--- src/rtl/spi_host_pkg.sv ---
// rtl/spi_host_pkg.sv - shared types and frame helpers for the SPI host controller
package spi_host_pkg;

   typedef enum logic [2:0] {
      IDLE,
      CS_SETUP,
      SHIFT,
      CS_HOLD,
      CS_GAP
   } state_t;

   function automatic int frame_w(input int addr_w, input int width);
      return 1 + addr_w + width;
   endfunction

   // The R/W flag is the first bit on the wire; 1 means write.
   function automatic int rw_bit_pos(input int addr_w, input int width);
      return frame_w(addr_w, width) - 1;
   endfunction

endpackage

--- src/rtl/spi_host_clkdiv.sv ---
// rtl/spi_host_clkdiv.sv - SCLK half-period tick generator
module spi_host_clkdiv #(
   parameter int CLK_DIV = 4
) (
   input  logic clk,
   input  logic rst,
   input  logic ena,
   input  logic clr,
   output logic tick
);

   localparam int CNT_W = (CLK_DIV > 1) ? $clog2(CLK_DIV) : 1;
   localparam logic [CNT_W-1:0] LAST = CNT_W'(CLK_DIV - 1);

   logic [CNT_W-1:0] cnt;

   always_ff @(posedge clk) begin
      if (rst || clr) begin
         cnt <= '0;
      end else if (ena) begin
         cnt <= (cnt == LAST) ? '0 : cnt + 1'b1;
      end
   end

   assign tick = ena && (cnt == LAST);

endmodule

--- src/rtl/spi_host_ctrl.sv ---
// rtl/spi_host_ctrl.sv - SPI mode-0 host turning register requests into framed transfers
// Optional SPI_HOST_LOOPBACK_EN adds a loopback input that samples MOSI instead of MISO.
module spi_host_ctrl
   import spi_host_pkg::*;
#(
   parameter int WIDTH   = 8,
   parameter int ADDR_W  = 7,
   parameter int CLK_DIV = 4
) (
   input  logic              clk,
   input  logic              rst,
   input  logic              ena,
   input  logic              req_valid,
   output logic              req_ready,
   input  logic              req_write,
   input  logic [ADDR_W-1:0] req_addr,
   input  logic [WIDTH-1:0]  req_wdata,
   output logic              rsp_valid,
   output logic [WIDTH-1:0]  rsp_rdata,
   output logic              busy,
   output logic              spi_cs_n,
   output logic              spi_clk,
   output logic              spi_mosi,
`ifdef SPI_HOST_LOOPBACK_EN
   input  logic              loopback,
`endif
   input  logic              spi_miso
);

   localparam int FRAME_W = frame_w(ADDR_W, WIDTH);
   localparam int RW_POS  = rw_bit_pos(ADDR_W, WIDTH);
   localparam int BIT_W   = $clog2(FRAME_W + 1);
   localparam logic [BIT_W-1:0] LAST_BIT = BIT_W'(FRAME_W - 1);

   state_t               state;
   state_t               state_nxt;
   logic [FRAME_W-1:0]   tx;
   logic [FRAME_W-1:0]   frame_ld;
   logic [WIDTH-1:0]     rx;
   logic [BIT_W-1:0]     bit_cnt;
   logic                 sclk;
   logic                 tick;
   logic                 accept;
   logic                 miso_bit;
   logic                 cs_active;

   assign req_ready = (state == IDLE) && ena && !rst;
   assign accept    = req_valid && req_ready;

   spi_host_clkdiv #(.CLK_DIV(CLK_DIV)) u_clkdiv (
      .clk  (clk),
      .rst  (rst),
      .ena  (ena),
      .clr  (accept),
      .tick (tick)
   );

`ifdef SPI_HOST_LOOPBACK_EN
   logic lb_q;

   always_ff @(posedge clk) begin
      if (rst) begin
         lb_q <= 1'b0;
      end else if (accept) begin
         lb_q <= loopback;
      end
   end

   assign miso_bit = lb_q ? tx[FRAME_W-1] : spi_miso;
`else
   assign miso_bit = spi_miso;
`endif

   always_comb begin
      frame_ld         = {1'b0, req_addr, req_wdata};
      frame_ld[RW_POS] = req_write;
   end

   always_ff @(posedge clk) begin
      if (rst) begin
         state <= IDLE;
      end else if (ena) begin
         state <= state_nxt;
      end
   end

   always_comb begin
      state_nxt = state;
      case (state)
         IDLE:     if (accept) state_nxt = CS_SETUP;
         CS_SETUP: if (tick) state_nxt = SHIFT;
         SHIFT:    if (tick && sclk && (bit_cnt == LAST_BIT)) state_nxt = CS_HOLD;
         CS_HOLD:  if (tick) state_nxt = CS_GAP;
         CS_GAP:   if (tick) state_nxt = IDLE;
         default:  state_nxt = IDLE;
      endcase
   end

   always_comb begin
      cs_active = (state == CS_SETUP) || (state == SHIFT) || (state == CS_HOLD);
      spi_cs_n  = !cs_active;
      spi_mosi  = cs_active ? tx[FRAME_W-1] : 1'b0;
      spi_clk   = sclk;
      busy      = (state != IDLE);
   end

   // Falling SCLK edge both samples MISO and advances MOSI; zeros shift in behind the frame.
   always_ff @(posedge clk) begin
      if (rst) begin
         tx        <= '0;
         rx        <= '0;
         bit_cnt   <= '0;
         sclk      <= 1'b0;
         rsp_valid <= 1'b0;
         rsp_rdata <= '0;
      end else if (ena) begin
         rsp_valid <= (state == CS_GAP) && tick;
         if (accept) begin
            tx      <= frame_ld;
            bit_cnt <= '0;
            sclk    <= 1'b0;
         end else if ((state == SHIFT) && tick) begin
            if (!sclk) begin
               sclk <= 1'b1;
            end else begin
               sclk    <= 1'b0;
               rx      <= {rx[WIDTH-2:0], miso_bit};
               tx      <= {tx[FRAME_W-2:0], 1'b0};
               bit_cnt <= bit_cnt + 1'b1;
            end
         end
         if ((state == CS_GAP) && tick) begin
            rsp_rdata <= rx;
         end
      end
   end

endmodule

--- config.mk ---
export PLATFORM = sky130hd
export DESIGN_NAME = spi_host_ctrl
export DESIGN_NICKNAME = d
export VERILOG_FILES = /design/src/rtl/spi_host_pkg.sv /design/src/rtl/spi_host_clkdiv.sv /design/src/rtl/spi_host_ctrl.sv
export SDC_FILE = /design/constraint.sdc
export NUM_CORES = 1
export LEC_CHECK = 0
export BUFFER_PORTS_ARGS = -buffer_cell sky130_fd_sc_hd__buf_2
export CORE_AREA = 8 8 67 69
export CTS_CLUSTER_DIAMETER = 200
export DETAILED_ROUTE_END_ITERATION = 6
export DIE_AREA = 0 0 75 77
export GPL_TIMING_DRIVEN = 1
export MAX_ROUTING_LAYER = met4
export PLACE_DENSITY_LB_ADDON = 0.15
export SLEW_MARGIN = 20
export SYNTH_ARGS = -nofsm -noshare
export SYNTH_HDL_FRONTEND = slang
export SYNTH_SLANG_ARGS = --single-unit
--- constraint.sdc ---
create_clock -name clk -period 4 [get_ports clk]
set_clock_uncertainty 0.05 [all_clocks]
set_input_delay 0 -clock clk [delete_from_list [all_inputs] [get_ports clk]]
set_output_delay 0 -clock clk [all_outputs]
set_load 0.02 [all_outputs]
* Yosys cells after proc, flatten, opt, wreduce, memory -nomap -nowiden
Cells that the tools add are included.
Storage, ports and cells: flip-flop bits (word level) 44, input bits 21, output and inout port bits 14, logic and storage cells 61
Cells by class: add/sub/neg operators 2, equality and inequality tests 11, mux-type cells 17, bitwise logic cells 1, reductions and logical operators 22
Operators by type and width (number):
- 16-bit 2-to-1 mux | 3
- 3-bit 2-to-1 mux | 5
- 5-bit 2-to-1 mux | 3
- 3-bit case mux with 5 select lines | 1
- 1-bit logical AND | 8
- 2-bit inequality test, second input constant | 4
- 3-bit by 2-bit equality test with 1-bit output, second input constant | 2
- 6-bit AND reduction | 1
- 5-bit by 1-bit adder with 5-bit output, second input constant | 1
- 5-bit by 4-bit equality test with 1-bit output, second input constant | 1
- 1-bit 2-to-1 mux | 4
- 2-bit AND reduction | 2
- 4-bit AND reduction | 1
- 2-bit nonzero test | 2
- 3-bit by 1-bit equality test with 1-bit output, second input constant | 1
- 3-bit equality test, second input constant | 1
- 3-bit zero test | 1
- 1-bit logical OR | 3
- 3-bit AND reduction | 1
- 3-bit nonzero test | 1
- 2-bit by 1-bit adder with 2-bit output, second input constant | 1
- 2-bit equality test, second input constant | 1
- 1-bit zero test | 2
- 2-bit 2-to-1 mux | 1
- 2 further kinds | 2

* Depth between registers and ports, before layout
word-level depth 6, depth in mapped cells 7, depth with buffers taken out 7

* Cells and area by module
From an unflattened synthesis, not the netlist that was laid out.
Unflattened totals: cells, all modules 219, area, all modules 2008.2 µm²
Modules (own cells, without submodules):
- spi_host_ctrl | instances 1, cells an instance 210, area each 1906.8 µm², seq. area each 840.8 µm²
- spi_host_clkdiv | instances 1, cells an instance 9, area each 101.3 µm², seq. area each 40.0 µm²

* Worst setup path after synthesis
No wires, ideal clock.
kind flip-flop to flip-flop, start point register u_clkdiv.cnt[0], end point register bit_cnt[3], library setup time 74 ps, arrival 1639 ps, required time 3876 ps, setup slack 2236 ps, stages on the path, launching flop included 7, buffers on the path 1, clock period less this slack 1764 ps, path through dfxtp_1 -> ha_1 -> nand3b_4 -> or3_1 -> buf_6 -> or3_1 -> a31oi_1
On the way: word-level cells in the longest chain between the ends 5
RTL lines:
- start, declared | RTL line spi_host_clkdiv.sv:15 | logic [CNT_W-1:0] cnt;
- start signal, assigned | RTL line spi_host_clkdiv.sv:21 | cnt <= (cnt == LAST) ? '0 : cnt + 1'b1;
- 2-bit equality test | RTL line spi_host_clkdiv.sv:25 | assign tick = ena && (cnt == LAST);
- 1-bit logical AND | RTL line spi_host_clkdiv.sv:25
- 1-bit logical AND | RTL line spi_host_ctrl.sv:122 | end else if ((state == SHIFT) && tick) begin
- 2-bit nonzero test (no line)
- 3-bit AND reduction (no line)
- end signal, assigned | RTL line spi_host_ctrl.sv:129 | bit_cnt <= bit_cnt + 1'b1;
- end, declared | RTL line spi_host_ctrl.sv:40 | logic [BIT_W-1:0] bit_cnt;
Every way passes these cells. A chain may end at the register's enable or synchronous reset.

* Final worst setup path
Same ends and word-level chain as after synthesis.

==> qor.yml <==
outcome:
  status: "finished clean"
die:
  die_area_um2: 5780
  rows: 22
  initial_core_util_pct: 52.4
  die_h_um: 77
  ios: 35
  core-area_um2: 3500
  die_w_um: 75
synthesis:
  yosysMostFrequentCell: "dfxtp_1"
  synth_top_area_share_pct: 48.1
  synthFlopType: "dfxtp_1"
  synth_fp_nets: 237
  netlist_area_um2: 1830
  synth_area_leaders: "dfxtp_1, nor3_1, o22ai_1"
  synth-seq-cells: 44
  async_flop_share_pct: 0
  synth_common_cells: "dfxtp_1, nor3_1, nand2_1"
  synth_edf_count: 0
  ys_seq_area_share_pct: 48.1
  yosys.cell_types.count: 33
  synth_top_area_cell: "dfxtp_1"
  ys_warn_count: 0
  syn-instance-count: 213
  syn_avg_cell_area_um2: 8.61
worst_setup_path:
  crit_path_end_kind: "flop"
  crit_fanout: 28
  cp_slowest_stage_delay_ns: 0.73
  crit_type: "flop to flop"
  worstPathRequired_ns: 4.23
  reg2reg_depth: 5
  cp.arrival_ns: 2.50
  reg2reg_slack_ns: 1.74
  r2r-start: "u_clkdiv.cnt[0]"
  path_cells: "ha_1 -> nand3b_4 -> or3_1 -> or3_1 -> a31oi_1"
  r2r-end: "bit_cnt[3]"
  path_common_cell: "or3_1"
  critPathLaunchType: "flop"
  cp_slowest_cell: "or3_1"
global_routing:
  groute.usage.overall_pct: 15.4
  antenna_found_initial: 0
  grt_pass1_wl_mm: 7.00
  overflow: 0
  grt_pass1_vias: 1646
  grt_max_degree: 44
job:
  maxCapViolCount: 0
clocking:
  cts_max_level: 2
  root_buffer: "clkbuf_4"
  path_clk_slew_ns: 0.12
  insertion_delay_ns: 0.35
  cts_tree: "done"
  cts_hold_repair.buffers: 18
  cts_resized: 0
  cts_buffers: 5
  clockBufferDepth: 2
  clkSinkCount: 44
  cts_setup_buffers: 0
hold_path:
  hold_end: "state[0]"
  min_path_cells: 4
  hp-start: "req_valid"
  min_path_type: "primary input to flop"
final_layout:
  drive_gt1_share_pct: 17.9
  fin_cells: 305
  area_delta_synth_final_pct: 21.4
  seq_area_um2: 881
  antennaDiodeCount: 0
  fin_nets: 281
  fillCellCount: 313
  multi_input_area_um2: 857
placement:
  placedCellCount: 280
  gp_congestion: 0.836
  port-buffer-count: 34
  dp.final_hpwl_mm: 2.56
sta:
  max_freq_ghz: 0.442
  slew_violations: 0
  fin_setup_tns_ns: 0
  min_period_ns: 2.26
  finalHoldViolCount: 0
  rsz0062_at_grt: "false"
  finalCritPeriodShare_pct: 56.6
  relSlewSlack_pct: 40.7
  setup_violations: 0
  worst_pin_slew_ns: 0.890
route:
  drt_first_pass_iters: 5
  vias_per_cell: 5.35
  dr.first_iter.drc_count: 143
  vias: 1632
  ant_nets: 0
  drcViolationCount: 0
  routed_wirelength_mm: 4.06
  wl_per_cell_um: 13.3
power:
  ir_drop_mv: 0.222
  p_per_area_nw_per_um2: 329
  leakage_nw: 0.945
==> placed cells by master (no fill, tap or decap), types with 2 or more instances in the layout <==
cell           instances
dfxtp_1               44
buf_2                 34
nor3_1                30
nand2_1               24
nor2_1                20
dlygate4sd3_1         18
o22ai_1               15
a21oi_1               13
mux2i_1                9
inv_1                  5
clkbuf_4               5
or3_1                  4
o21ai_0                3
nand4_1                3
a31oi_1                3
nand3_1                3
ha_1                   3
nand4b_1               2
xnor2_1                2
==> state kept, by name, indices dropped and copies added, names as in the netlist <==
signal,cells
tx,16
rsp_rdata,8
rx,8
bit_cnt,5
state,3
u_clkdiv.cnt,2
rsp_valid,1
spi_clk,1
==> layout make-up <==
cell class | count | share of cell area [%]
Multi-Input combinational cell | 148 | 38.5
Tap cell | 48 | 2.70
Clock buffer | 5 | 1.69
Timing Repair Buffer | 53 | 16.1
Sequential cell | 44 | 39.6
Clock inverter | 2 | 0.562
Inverter | 5 | 0.844
==> per-stage QoR <==
step           total power (W)  cell area [µm²]  setup WS (ns)  hold WS (ns)  util, %
3_5_place_dp          0.000523             1990           1.75         0.134     57.1
6_report              0.000732             2220           1.74        0.0217     63.6
5_1_grt               0.000763             2220           1.56        0.0501     63.6
4_1_cts               0.000738             2220           1.72        0.0112     63.6
3_3_place_gp          0.000523             1990           1.80         0.134     57.1
2_1_floorplan         0.000504             1830           2.24        0.0489        -
==> critical path, delay by kind of cell (launching register included) <==
family                     cells  cell delay [ns]
DFF                            1             0.37
adders and majority gates      1             0.31
AOI/OAI and AO/OA              1             0.12
and+or+nand+nor                3             1.33
==> layer usage <==
metal	global-route usage [%]	wire length [µm]	up-vias
met5	-	0	-
met4	5.10	53	0
met3	4.16	196	5
met2	25.3	1970	40
met1	17.4	1840	746
li1	-	-	841
==> power breakdown <==
group	switching, W	internal [W]
registers	0.00000710	0.000449
clock network	0.000140	0.0000642
logic	0.0000360	0.0000358
total	0.000183	0.000549
==> worst max path at each step <==
| stage | from | to | slack (ns) | cells after the start |
|---|---|---|---|---|
| 2_1_floorplan | u_clkdiv.cnt[0] | bit_cnt[3] | 2.24 | 6 |
| 3_3_place_gp | u_clkdiv.cnt[0] | bit_cnt[3] | 1.80 | 5 |
| 5_1_grt | u_clkdiv.cnt[0] | bit_cnt[3] | 1.56 | 5 |
| 3_5_place_dp | u_clkdiv.cnt[0] | bit_cnt[3] | 1.75 | 5 |
| 6_report | u_clkdiv.cnt[0] | bit_cnt[3] | 1.74 | 5 |
| 4_1_cts | u_clkdiv.cnt[0] | bit_cnt[3] | 1.72 | 5 |
==> cells by family after synthesis <==
family	Yosys count	synth area share [%]
xor gates and xnor gates	3	1.43
buffers and inverters	21	5.19
DFF	44	48.1
and+or+nand+nor	93	25.0
AOI/OAI and AO/OA	39	12.8
muxes	10	5.53
adders and majority gates	3	2.05
Power figures use the tool's default switching activity.
